## src/rtl/scheduler_acc_select_pkg.sv

```systemverilog
// Shared sched-info layout for the OmpSs manager accelerator scheduler.
package OmpSsManager;

  localparam int unsigned SCHED_DATA_BITS = 48;

  // One sched-info entry. Accelerators of a type occupy the contiguous ID range
  // first_acc .. first_acc+count_m1, and rr_offset is the next candidate to try.
  typedef struct packed {
    logic [31:0] task_type;
    logic [7:0]  first_acc;
    logic [3:0]  count_m1;
    logic [3:0]  rr_offset;
  } sched_info_t;

endpackage

```

## src/rtl/scheduler_acc_select.sv

```systemverilog
// Round-robin accelerator selector: reads the sched-info entry for a request,
// checks the task type, scans the accelerator range for a free unit, writes
// back the advanced round-robin offset and returns the chosen accelerator ID.
module scheduler_acc_select
  import OmpSsManager::*;
#(
  parameter int unsigned MAX_ACC_TYPES = 16,
  parameter int unsigned ACC_TYPE_BITS = $clog2(MAX_ACC_TYPES),
  parameter int unsigned MAX_ACCS      = 16
) (
  input  logic                       clk,
  input  logic                       rst,
  input  logic                       req_valid,
  output logic                       req_ready,
  input  logic [ACC_TYPE_BITS-1:0]   req_type_idx,
  input  logic [31:0]                req_task_type,
  output logic                       rsp_valid,
  input  logic                       rsp_ready,
  output logic [7:0]                 rsp_acc_id,
  output logic                       rsp_error,
  input  logic [MAX_ACCS-1:0]        acc_busy,
  output logic [ACC_TYPE_BITS-1:0]   scheduleData_portB_addr,
  output logic                       scheduleData_portB_en,
  input  logic [SCHED_DATA_BITS-1:0] scheduleData_portB_dout,
  output logic [ACC_TYPE_BITS-1:0]   scheduleData_portA_addr,
  output logic                       scheduleData_portA_en,
  output logic [SCHED_DATA_BITS-1:0] scheduleData_portA_din
);

  typedef enum logic [1:0] {
    S_IDLE,
    S_READ,
    S_SCAN,
    S_RESP
  } state_t;

  state_t                   state_q;
  logic [ACC_TYPE_BITS-1:0] idx_q;
  logic [31:0]              type_q;
  logic [3:0]               i_q;
  logic                     first_q;
  logic                     portb_en_q;
  logic                     rsp_valid_q;
  logic [7:0]               rsp_acc_q;
  logic                     rsp_err_q;

  sched_info_t entry;
  sched_info_t wr_entry;
  logic [4:0]  count;
  logic [4:0]  sum;
  logic [4:0]  cand;
  logic [4:0]  cand_inc;
  logic [4:0]  i_inc;
  logic [3:0]  i_nxt;
  logic [7:0]  acc;
  logic        acc_free;
  logic        in_scan;
  logic        mismatch;
  logic        grant;

  // Candidate evaluation for the current SCAN cycle; the memory holds dout
  // while en is low, so the entry is taken straight from the read port.
  // The write strobe is combinational because busy is sampled this cycle and
  // the write must land in the same cycle the candidate is found free.
  always_comb begin
    entry    = sched_info_t'(scheduleData_portB_dout);
    count    = {1'b0, entry.count_m1} + 5'd1;
    sum      = {1'b0, entry.rr_offset} + {1'b0, i_q};
    cand     = sum % count;
    cand_inc = cand + 5'd1;
    if (cand_inc == count) begin
      cand_inc = '0;
    end
    i_inc = {1'b0, i_q} + 5'd1;
    i_nxt = (i_inc == count) ? '0 : i_inc[3:0];
    acc   = entry.first_acc + {3'b000, cand};
    // IDs outside the busy vector read as free
    acc_free = (acc_busy & (MAX_ACCS'(1) << acc)) == '0;

    in_scan  = (state_q == S_SCAN) && !rst;
    mismatch = in_scan && first_q && (entry.task_type != type_q);
    grant    = in_scan && !mismatch && acc_free;

    wr_entry           = entry;
    wr_entry.rr_offset = cand_inc[3:0];

    scheduleData_portA_en   = grant;
    scheduleData_portA_addr = grant ? idx_q : '0;
    scheduleData_portA_din  = grant ? wr_entry : '0;
  end

  // Request/response FSM with registered response and read-enable outputs.
  always_ff @(posedge clk) begin
    if (rst) begin
      state_q     <= S_IDLE;
      idx_q       <= '0;
      type_q      <= '0;
      i_q         <= '0;
      first_q     <= 1'b0;
      portb_en_q  <= 1'b0;
      rsp_valid_q <= 1'b0;
      rsp_acc_q   <= '0;
      rsp_err_q   <= 1'b0;
    end else begin
      case (state_q)
        S_IDLE: begin
          if (req_valid) begin
            idx_q      <= req_type_idx;
            type_q     <= req_task_type;
            portb_en_q <= 1'b1;
            state_q    <= S_READ;
          end
        end
        S_READ: begin
          portb_en_q <= 1'b0;
          first_q    <= 1'b1;
          i_q        <= '0;
          state_q    <= S_SCAN;
        end
        S_SCAN: begin
          first_q <= 1'b0;
          if (mismatch) begin
            rsp_acc_q   <= '0;
            rsp_err_q   <= 1'b1;
            rsp_valid_q <= 1'b1;
            state_q     <= S_RESP;
          end else if (grant) begin
            rsp_acc_q   <= acc;
            rsp_err_q   <= 1'b0;
            rsp_valid_q <= 1'b1;
            state_q     <= S_RESP;
          end else begin
            i_q <= i_nxt;
          end
        end
        S_RESP: begin
          if (rsp_ready) begin
            rsp_valid_q <= 1'b0;
            state_q     <= S_IDLE;
          end
        end
        default: state_q <= S_IDLE;
      endcase
    end
  end

  assign req_ready               = (state_q == S_IDLE) && !rst;
  assign rsp_valid               = rsp_valid_q;
  assign rsp_acc_id              = rsp_acc_q;
  assign rsp_error               = rsp_err_q;
  assign scheduleData_portB_en   = portb_en_q;
  assign scheduleData_portB_addr = idx_q;

endmodule

```

## config.mk

```make
export PLATFORM = sky130hd
export DESIGN_NAME = scheduler_acc_select
export DESIGN_NICKNAME = d
export VERILOG_FILES = /design/src/rtl/scheduler_acc_select_pkg.sv /design/src/rtl/scheduler_acc_select.sv
export SDC_FILE = /design/constraint.sdc
export NUM_CORES = 1
export LEC_CHECK = 0
export CORE_MARGIN = 8
export CORE_UTILIZATION = 45
export CTS_CLUSTER_SIZE = 16
export DETAILED_ROUTE_END_ITERATION = 8
export GPL_ROUTABILITY_DRIVEN = 0
export PLACE_DENSITY_LB_ADDON = 0.08
export SLEW_MARGIN = 40
export SYNTH_ARGS = -nofsm -noshare
export SYNTH_HDL_FRONTEND = slang
export SYNTH_SLANG_ARGS = --single-unit
```

## constraint.sdc

```tcl
create_clock -name clk -period 17.4 [get_ports clk]
set_input_delay 3.48 -clock clk [delete_from_list [all_inputs] [get_ports clk]]
set_output_delay 3.48 -clock clk [all_outputs]
set_load 0.05 [all_outputs]
```

==> impl_metrics.ini, run 1 <==
[yosys]
yosys_warnings = 0
synth_cell_types = 71
ys_top_cells_by_count = nand2_1, dfxtp_1, and2_1
synth_seq_cells = 54
ys.flop_type = dfxtp_1
synth-edff-count = 0
synthTopCellsByArea = dfxtp_1, ha_1, xnor2_1
yosys.area.top_type = dfxtp_1
synthCells = 569
seq_area_frac_synth_pct = 23.8
synth.most_common_cell = nand2_1
syn_area_um2 = 4550
synth_top_area_share_pct = 23.8
synth.avg_cell_area_um2 = 7.99
synthesis.nets = 710
async_flop_share_pct = 0

[critical_path]
required_ns = 13.92
r2r-end = i_q[0]$_SDFFE_PP0P_
rrSetupSlack_ns = 7.25
worst-setup-path-type = input pin to output pin
slowest_stage = fa_2
reg2reg_depth = 41
worstSetupEndpointType = output pin
crit_family = compound AO/OA/AOI/OAI gates
cp_max_fo = 35
cp_num_buf_inv = 8
cpMostUsedCell = ha_1
r2r_start = i_q[0]$_SDFFE_PP0P_
start_kind = input pin
arrival_ns = 13.29
cp_slowest_stage_delay_ns = 0.52

[grt]
grt_max_degree = 48
top_usage_layer = met2
grt_pass1_wl_um = 22400
use_met1_pct = 23.2
grt_use_met3_pct = 6.31
use_met2_pct = 36.5
overflow = 0
grt_use_total_pct = 20.5
grt_pass1_vias = 4736
antenna_found_initial = 0

[power_and_ir_drop]
seq_power_share_pct = 18.9
power.density_nw_per_um2 = 136
intPower_uw = 458
switchingPower_uw = 409
power_uw = 867
irDropWorstVdd_v = 0.0000670
clkPwrFrac_pct = 10.3
p_comb_share_pct = 70.8
power.leakage_uw = 0.00274
netSwitchingFraction_pct = 47.2

[timing]
setup-violations-final = 0
max_slew_margin_pct = 51.0
finClkSkew_ns = 0.0198
hold_ws_ns = 0.473
period_minus_slack_ns = 16.77
tightest_slew_ns = 0.730
drv_slew = 0
min_period_over_period_pct = 96.4
max_freq_mhz = 59.6
hold_viol_final = 0
tns_ns = 0
rsz0062_at_grt = no

[clock_network]
clock_path_buffers = 2
postCtsHoldBufs = 0
cts_inserted_buffers = 5
clock-sinks = 54
clk_latency_ns = 0.31
cts_tree = yes
cts.clk_slew.worst_paths_ns = 0.08
htree_levels = 2
cts_root_buf = clkbuf_8

[place]
place_inst = 857
port_buffers = 172
hpwl_um = 11300

[floorplan]
design.die.area_um2 = 13600
die-width_um = 117
die_y_um = 117
initial_utilization_pct = 46.5
io_pins = 173
core_area_um2 = 9770
num_rows = 36

[routing]
vias = 4637
drc = 0
routed_wl_um = 14100
vias_per_cell = 5.36
wl_per_cell_um = 16.3
drt-initial-drc-count = 227
ant_nets = 0
firstDrtPassIters = 5

[finish]
syn_to_final_growth_pct = 40.3
finalNetCount = 872
drive_above_1_share_pct = 12.3
fin_cells = 865
post-route-util_pct = 65.2
antenna_cells = 0

[worst_hold_path]
whs_path_depth = 2
hold-path-endpoint = type_q[4]$_SDFFE_PP0P_
hold_class = register to register
min-delay-start = type_q[4]$_SDFFE_PP0P_

[flow_run]
cap_violations = 0

[outcome]
status = finished clean
==> flip-flops by register name, indices dropped and copies added, names as in the netlist <==
signal / flops
rsp_valid: 1
i_q: 4
scheduleData_portB_en: 1
type_q: 32
first_q: 1
rsp_error: 1
state_q: 2
scheduleData_portB_addr: 4
rsp_acc_id: 8
==> layout make-up <==
type | instances | area [µm²]
clock inverter | 2 | 38.8
tap | 133 | 166
timing repair buffer | 177 | 1600
multi-input combinational | 463 | 3290
inverter | 30 | 118
clock buffer | 6 | 82.6
fill | 853 | 3400
sequential | 54 | 1080
==> placed cells by master, fill, tap and decap left out, types with 10 or more instances in the layout <==
cell type        instances
mux2i_1                 11
nand4_1                 10
ha_1                    34
clkdlybuf4s50_1        118
nand2_1                 98
o21ai_0                 10
clkbuf_2                19
and2_1                  50
xnor2_1                 45
xor2_1                  12
buf_4                   35
inv_1                   28
dfxtp_1                 54
nor2_1                  28
a21oi_1                 45
==> how the worst max path moves through the flow <==
stage               cells after the start                        from                          to  slack (ns)
floorplan                              45  scheduleData_portB_dout[0]   scheduleData_portA_din[1]        1.24
detailed placement                     42  scheduleData_portB_dout[0]  scheduleData_portA_din[29]        0.02
finish                                 43  scheduleData_portB_dout[0]  scheduleData_portA_din[41]        0.63
global route                           44  scheduleData_portB_dout[0]  scheduleData_portA_din[36]       0.007
global placement                       42  scheduleData_portB_dout[0]  scheduleData_portA_addr[2]        0.47
CTS                                    42  scheduleData_portB_dout[0]  scheduleData_portA_din[30]      0.0008
==> power groups by stage <==
stage	Sequential (µW)	Combinational [µW]	Clock (µW)
finish	163	614	89.7
global route	166	666	97.9
CTS	163	612	93.6
detailed placement	166	608	0
global placement	165	595	0
floorplan	186	440	0
==> per-stage QoR <==
| stage | cell area, µm² | setup slack [ns] |
|---|---|---|
| after floorplan | 4550 | 1.24 |
| after global placement | 6290 | 0.468 |
| after detailed placement | 6290 | 0.0154 |
| after CTS | 6400 | 0.000798 |
| after global routing | 6380 | 0.00688 |
| final | 6380 | 0.632 |
==> what timing repair did <==
action,in CTS,in global routing
endpoints found under the hold margin,0,0
resized for setup,6,52
endpoints found under the setup margin,6,53
setup buffers,0,0
pin swaps,0,1
==> tightest hold or removal path: cells and delay by family (launching register included) <==
| kind | cells | cell delay [ns] |
|---|---|---|
| flops | 1 | 0.33 |
| compound gates | 1 | 0.05 |
| simple gates | 1 | 0.05 |
==> routing by layer <==
metal | vias up | share of wire [%]
met5 | - | 0
met4 | 0 | 0.96
met3 | 14 | 8.0
met2 | 175 | 50
met1 | 2161 | 41
li1 | 2287 | -
==> cell families (layout without fill, tap and decap cells) <==
family,after synthesis,after routing,share of synthesized area (%)
buffers and inverters,52,215,4.73
and+or+nand+nor,227,227,24.6
adders and majority gates,37,37,10.7
AOI/OAI and AO/OA,117,117,17.5
xor gates and xnor gates,63,63,13.5
DFF,54,54,23.8
muxes,19,19,5.17
Power figures use the tool's default switching activity.
==> run 2: changes to the inputs <==
--- a/config.mk
+++ b/config.mk
@@ -5,7 +5,6 @@
 export SDC_FILE = /design/constraint.sdc
 export NUM_CORES = 1
 export LEC_CHECK = 0
-export CORE_MARGIN = 8
 export CORE_UTILIZATION = 45
 export CTS_CLUSTER_SIZE = 16
 export DETAILED_ROUTE_END_ITERATION = 8
==> run 2 against run 1 <==
- global-route usage up 4.2 points
- sequential power barely moved
- critical path type unchanged
- fmax about the same
- via count decreased by 1.1%
- largest power group unchanged
- die area decreased by 23%
- sequential cell count unchanged
- clock skew shrank 0.0060 ns
- routed wire length shrank 9.5%
- combinational power hardly changed
- clock power down 13%
- first-iteration DRC count shrank 47%
==> impl_metrics.ini, run 2 (synthesized netlist as in run 1, its figures left out) <==
[timing]
tightest_slew_ns = 0.724
max_freq_mhz = 59.7
period_minus_slack_ns = 16.75
min_period_over_period_pct = 96.3
max_slew_margin_pct = 51.4
drv_slew = 0
setup-violations-final = 0
rsz0062_at_grt = no
tns_ns = 0
hold_viol_final = 0
finClkSkew_ns = 0.0137

[critical_path]
cp_max_fo = 49
arrival_ns = 13.27
slowest_stage = fa_2
required_ns = 13.92
cp_slowest_stage_delay_ns = 0.64
cpMostUsedCell = ha_1
worstSetupEndpointType = output pin
start_kind = input pin
worst-setup-path-type = input pin to output pin

[finish]
mostFrequentLayoutCells = clkdlybuf4s50_1, nand2_1, dfxtp_1
finalNetCount = 872
largest_reg_flops = 32
layout_commonest_cell = clkdlybuf4s50_1
post-route-util_pct = 65.7
syn_to_final_growth_pct = 41.4
antenna_cells = 0
drive_above_1_share_pct = 12.0
top_register = type_q

[grt]
grt_max_degree = 50
antenna_found_initial = 0
grt_pass1_wl_um = 20500
grt_pass1_vias = 4487
overflow = 0
grt_use_total_pct = 24.7

[routing]
firstDrtPassIters = 5
drc = 0
vias_per_cell = 5.30
vias = 4586
ant_nets = 0
wl_per_cell_um = 14.8
routed_wl_um = 12800
drt-initial-drc-count = 121

[clock_network]
cts.clk_slew.worst_paths_ns = 0.09
postCtsHoldBufs = 0
htree_levels = 2
clock_path_buffers = 2
clock-sinks = 54
cts_root_buf = clkbuf_8
cts_inserted_buffers = 5
clk_latency_ns = 0.32
cts_tree = yes

[flow_run]
cap_violations = 0

[place]
hpwl_um = 9970
port_buffers = 172

[worst_hold_path]
hold_class = register to register

[power_and_ir_drop]
power.leakage_uw = 0.00280
irDropWorstVdd_v = 0.0000585
power_uw = 857
power.density_nw_per_um2 = 133

[floorplan]
die_y_um = 103
core_area_um2 = 9770
die-width_um = 103
num_rows = 36
design.die.area_um2 = 10500
initial_utilization_pct = 46.5
io_pins = 173

[outcome]
status = finished clean
[run 2: changes by cell type in the layout (fill, tap and decap cells not counted), sizes merged]
cell and change:
bufinv -1, dlymetal6s2s +3, clkinvlp +1, clkbuf -19
buf +16
[run 2: final cells by class]
class | instances | area [µm²]
Clock inverter | 2 | 16.3
Multi-Input combinational cell | 463 | 3290
Timing Repair Buffer | 177 | 1670
Clock buffer | 6 | 82.6
Sequential cell | 54 | 1080
Fill cell | 883 | 3350
Inverter | 30 | 115
Tap cell | 133 | 166
[run 2: layer usage]
layer | part of all wire, % | global-route usage (%) | vias up
li1 | - | - | 2292
met1 | 41 | 28.8 | 2121
met2 | 51 | 45.3 | 159
met3 | 6.8 | 5.69 | 14
met4 | 1.3 | 6.04 | 0
met5 | 0 | 0 | -
[run 2: critical path: cells and delay by family]
kind	cells	cell delay, ns
adders and majority gates	9	2.83
AOI/OAI and AO/OA	16	3.34
and+or+nand+nor	8	1.13
buffers and inverters	8	1.40
muxes	3	1.07
[run 2: metrics by stage]
stage	instances	hold WS [ns]	instance area, µm²	setup slack [ns]
after floorplan	569	0.449	4550	1.24
after global placement	856	0.452	6240	0.559
after detailed placement	856	0.461	6240	0.149
after CTS	864	0.474	6340	0.123
after global routing	865	0.492	6430	0.0380
final	865	0.472	6430	0.647
[run 2: path summary, 6_finish.rpt]
check / from / to / slack, ns / cells after the start
max: scheduleData_portB_dout[0] / scheduleData_portA_din[18] / 0.65 / 44
min: type_q[4]$_SDFFE_PP0P_ / type_q[4]$_SDFFE_PP0P_ / 0.47 / 2
max reg2reg: i_q[0]$_SDFFE_PP0P_ / i_q[0]$_SDFFE_PP0P_ / 7.16 / 40
min reg2reg: type_q[4]$_SDFFE_PP0P_ / type_q[4]$_SDFFE_PP0P_ / 0.47 / 2
[run 2: power breakdown]
part,internal [µW],total [µW],switching (µW),leakage (µW)
clock network,32.9,77.8,44.9,0.0000478
registers,148,164,16.1,0.000442
logic,266,615,350,0.00231
[run 2: repair_timing]
item / in CTS / in global routing
resized for setup: 0 / 18
setup buffers: 0 / 1
endpoints found under the setup margin: 0 / 53
==> run 3: changes to the inputs <==
--- a/config.mk
+++ b/config.mk
@@ -5,7 +5,9 @@
 export SDC_FILE = /design/constraint.sdc
 export NUM_CORES = 1
 export LEC_CHECK = 0
-export CORE_UTILIZATION = 45
+export CELL_PAD_IN_SITES_DETAIL_PLACEMENT = 1
+export CELL_PAD_IN_SITES_GLOBAL_PLACEMENT = 1
+export CORE_UTILIZATION = 32
 export CTS_CLUSTER_SIZE = 16
 export DETAILED_ROUTE_END_ITERATION = 8
 export GPL_ROUTABILITY_DRIVEN = 0
==> run 3 against run 2 <==
- clock power up 36%
- non-clock buffer count up 1
- final cell count up 5.5%
- sequential share of layout area down 0.21 points
- utilization down 19 points
- routed wire length up 15%
- largest cell class unchanged
- fmax down 0.53%
- sequential cell count unchanged
- final area up 1.2%
==> impl_metrics.ini, run 3 (synthesized netlist as in run 1, its figures left out) <==
[finish]
mostFrequentLayoutCells = clkdlybuf4s50_1, nand2_1, dfxtp_1
nFillCells = 1692
finalNetCount = 873
top_register = type_q
drive_above_1_share_pct = 11.9
antenna_cells = 0
layout_commonest_cell = clkdlybuf4s50_1
largest_reg_flops = 32
syn_to_final_growth_pct = 43.1

[floorplan]
die-width_um = 121
initial_utilization_pct = 32.7
die_y_um = 121
num_rows = 43
io_pins = 173
design.die.area_um2 = 14700
core_area_um2 = 13900

[worst_hold_path]
hold_class = register to register
min-delay-start = scheduleData_portB_addr[0]$_SDFFE_PP0P_
hold-path-endpoint = scheduleData_portB_addr[0]$_SDFFE_PP0P_
whs_path_depth = 2

[critical_path]
cp_slowest_stage_delay_ns = 0.81
cp_max_fo = 9
rrSetupSlack_ns = 7.39
cpMostUsedCell = ha_1
arrival_ns = 13.36
required_ns = 13.92
r2r_start = i_q[0]$_SDFFE_PP0P_
reg2reg_depth = 40
worstSetupEndpointType = output pin
worst-setup-path-type = input pin to output pin
r2r-end = i_q[3]$_SDFFE_PP0P_
start_kind = input pin
worstSetupStartpoint = scheduleData_portB_dout[0]
slowest_stage = clkdlybuf4s50_1

[timing]
setup-violations-final = 0
rsz0062_at_grt = no
hold_viol_final = 0
hold_ws_ns = 0.467
drv_slew = 0
min_period_over_period_pct = 96.8
final.setup.worst_slack_ns = 0.558
period_minus_slack_ns = 16.84
finClkSkew_ns = 0.00793
max_slew_margin_pct = 50.4
tightest_slew_ns = 0.739
max_freq_mhz = 59.4

[place]
hpwl_um = 11800
port_buffers = 172
preCtsSetupSlack_ns = -0.145

[outcome]
status = finished clean

[routing]
wl_per_cell_um = 16.1
wirelength_met1_um = 6260
wl_met2_um = 7480
vias = 4623
drt-initial-drc-count = 96
drc = 0
firstDrtPassIters = 4
top_layer_used = met4
routed_wl_um = 14700
ant_nets = 0
wl_met3_um = 827
vias_per_cell = 5.06

[grt]
grt_pass1_vias = 4838
grt_max_degree = 48
overflow = 0
grt_use_total_pct = 20.1
grt_pass1_wl_um = 23200
antenna_found_initial = 0

[power_and_ir_drop]
power.leakage_uw = 0.00272
irDropWorstVdd_v = 0.0000629
power.density_nw_per_um2 = 138

[clock_network]
cts_setup_buffers = 0
postCtsHoldBufs = 0
htree_levels = 2
clock_path_buffers = 2
clock-sinks = 54
cts_tree = yes
clk_latency_ns = 0.30
cts_root_buf = clkbuf_16
cts_inserted_buffers = 5
cts.clk_slew.worst_paths_ns = 0.07

[flow_run]
cap_violations = 0
==> run 3: changes by cell type in the layout (fill, tap and decap cells not counted), moves of 2 or more <==
| cell | before | now |
|---|---|---|
| clkbuf_8 | 6 | 1 |
| clkbuf_16 | 0 | 5 |
| dlymetal6s2s_1 | 7 | 0 |
| clkdlybuf4s50_1 | 118 | 120 |
| dlygate4sd2_1 | 0 | 5 |
==> run 3: power breakdown <==
part	leakage [µW]	internal (µW)	switching, µW	total [µW]
registers	0.000442	148	16.2	164
logic	0.00220	266	359	625
clock network	0.0000745	58.0	47.6	106
total	0.00272	472	423	895
==> run 3: stage by stage <==
stage	TNS, ns	utilization [%]	instance area, µm²	std cells	total power (µW)
global placement	0	45.5	6320	905	770
CTS	0	46.6	6470	913	897
global route	0	46.9	6510	913	967
floorplan	0	-	4550	569	626
finish	0	46.9	6510	913	895
detailed placement	-0.365	45.5	6320	905	788
==> run 3: per-layer routing <==
layer	global-route usage (%)	up-vias
li1	-	2288
met1	23.0	2209
met2	37.6	117
met3	4.65	9
met4	3.86	0
met5	0	-
==> run 3: worst max-delay path by stage <==
stage | end | slack [ns]
finish | scheduleData_portA_din[4] | 0.56
global placement | scheduleData_portA_din[0] | 0.45
global route | scheduleData_portA_addr[0] | 0.008
floorplan | scheduleData_portA_din[1] | 1.24
detailed placement | scheduleData_portA_din[3] | -0.15
CTS | scheduleData_portA_din[28] | 0.06
==> run 3: final cells by class <==
class / instances / area (µm²) / share of cell area [%]
multi-input cells: 463 / 3280 / 50.5
repair buffers: 178 / 1650 / 25.4
flip-flops and latches: 54 / 1080 / 16.6
well taps: 180 / 225 / 3.46
clock buffers: 7 / 143 / 2.19
inverters: 30 / 115 / 1.77
clock inverters: 1 / 8.76 / 0.135
==> run 3: critical path: cells and delay by family <==
| kind | cells | cell delay, ns |
|---|---|---|
| muxes | 3 | 1.11 |
| buffers and inverters | 6 | 1.58 |
| AOI/OAI and AO/OA | 16 | 3.20 |
| adders and majority gates | 9 | 2.88 |
| and+or+nand+nor | 8 | 1.09 |
==> run 3: repair_timing <==
| item | in CTS | in global routing |
|---|---|---|
| pin swaps | 0 | 1 |
| resized for setup | 6 | 9 |
| endpoints found under the setup margin | 35 | 53 |
| cloned | 0 | 0 |
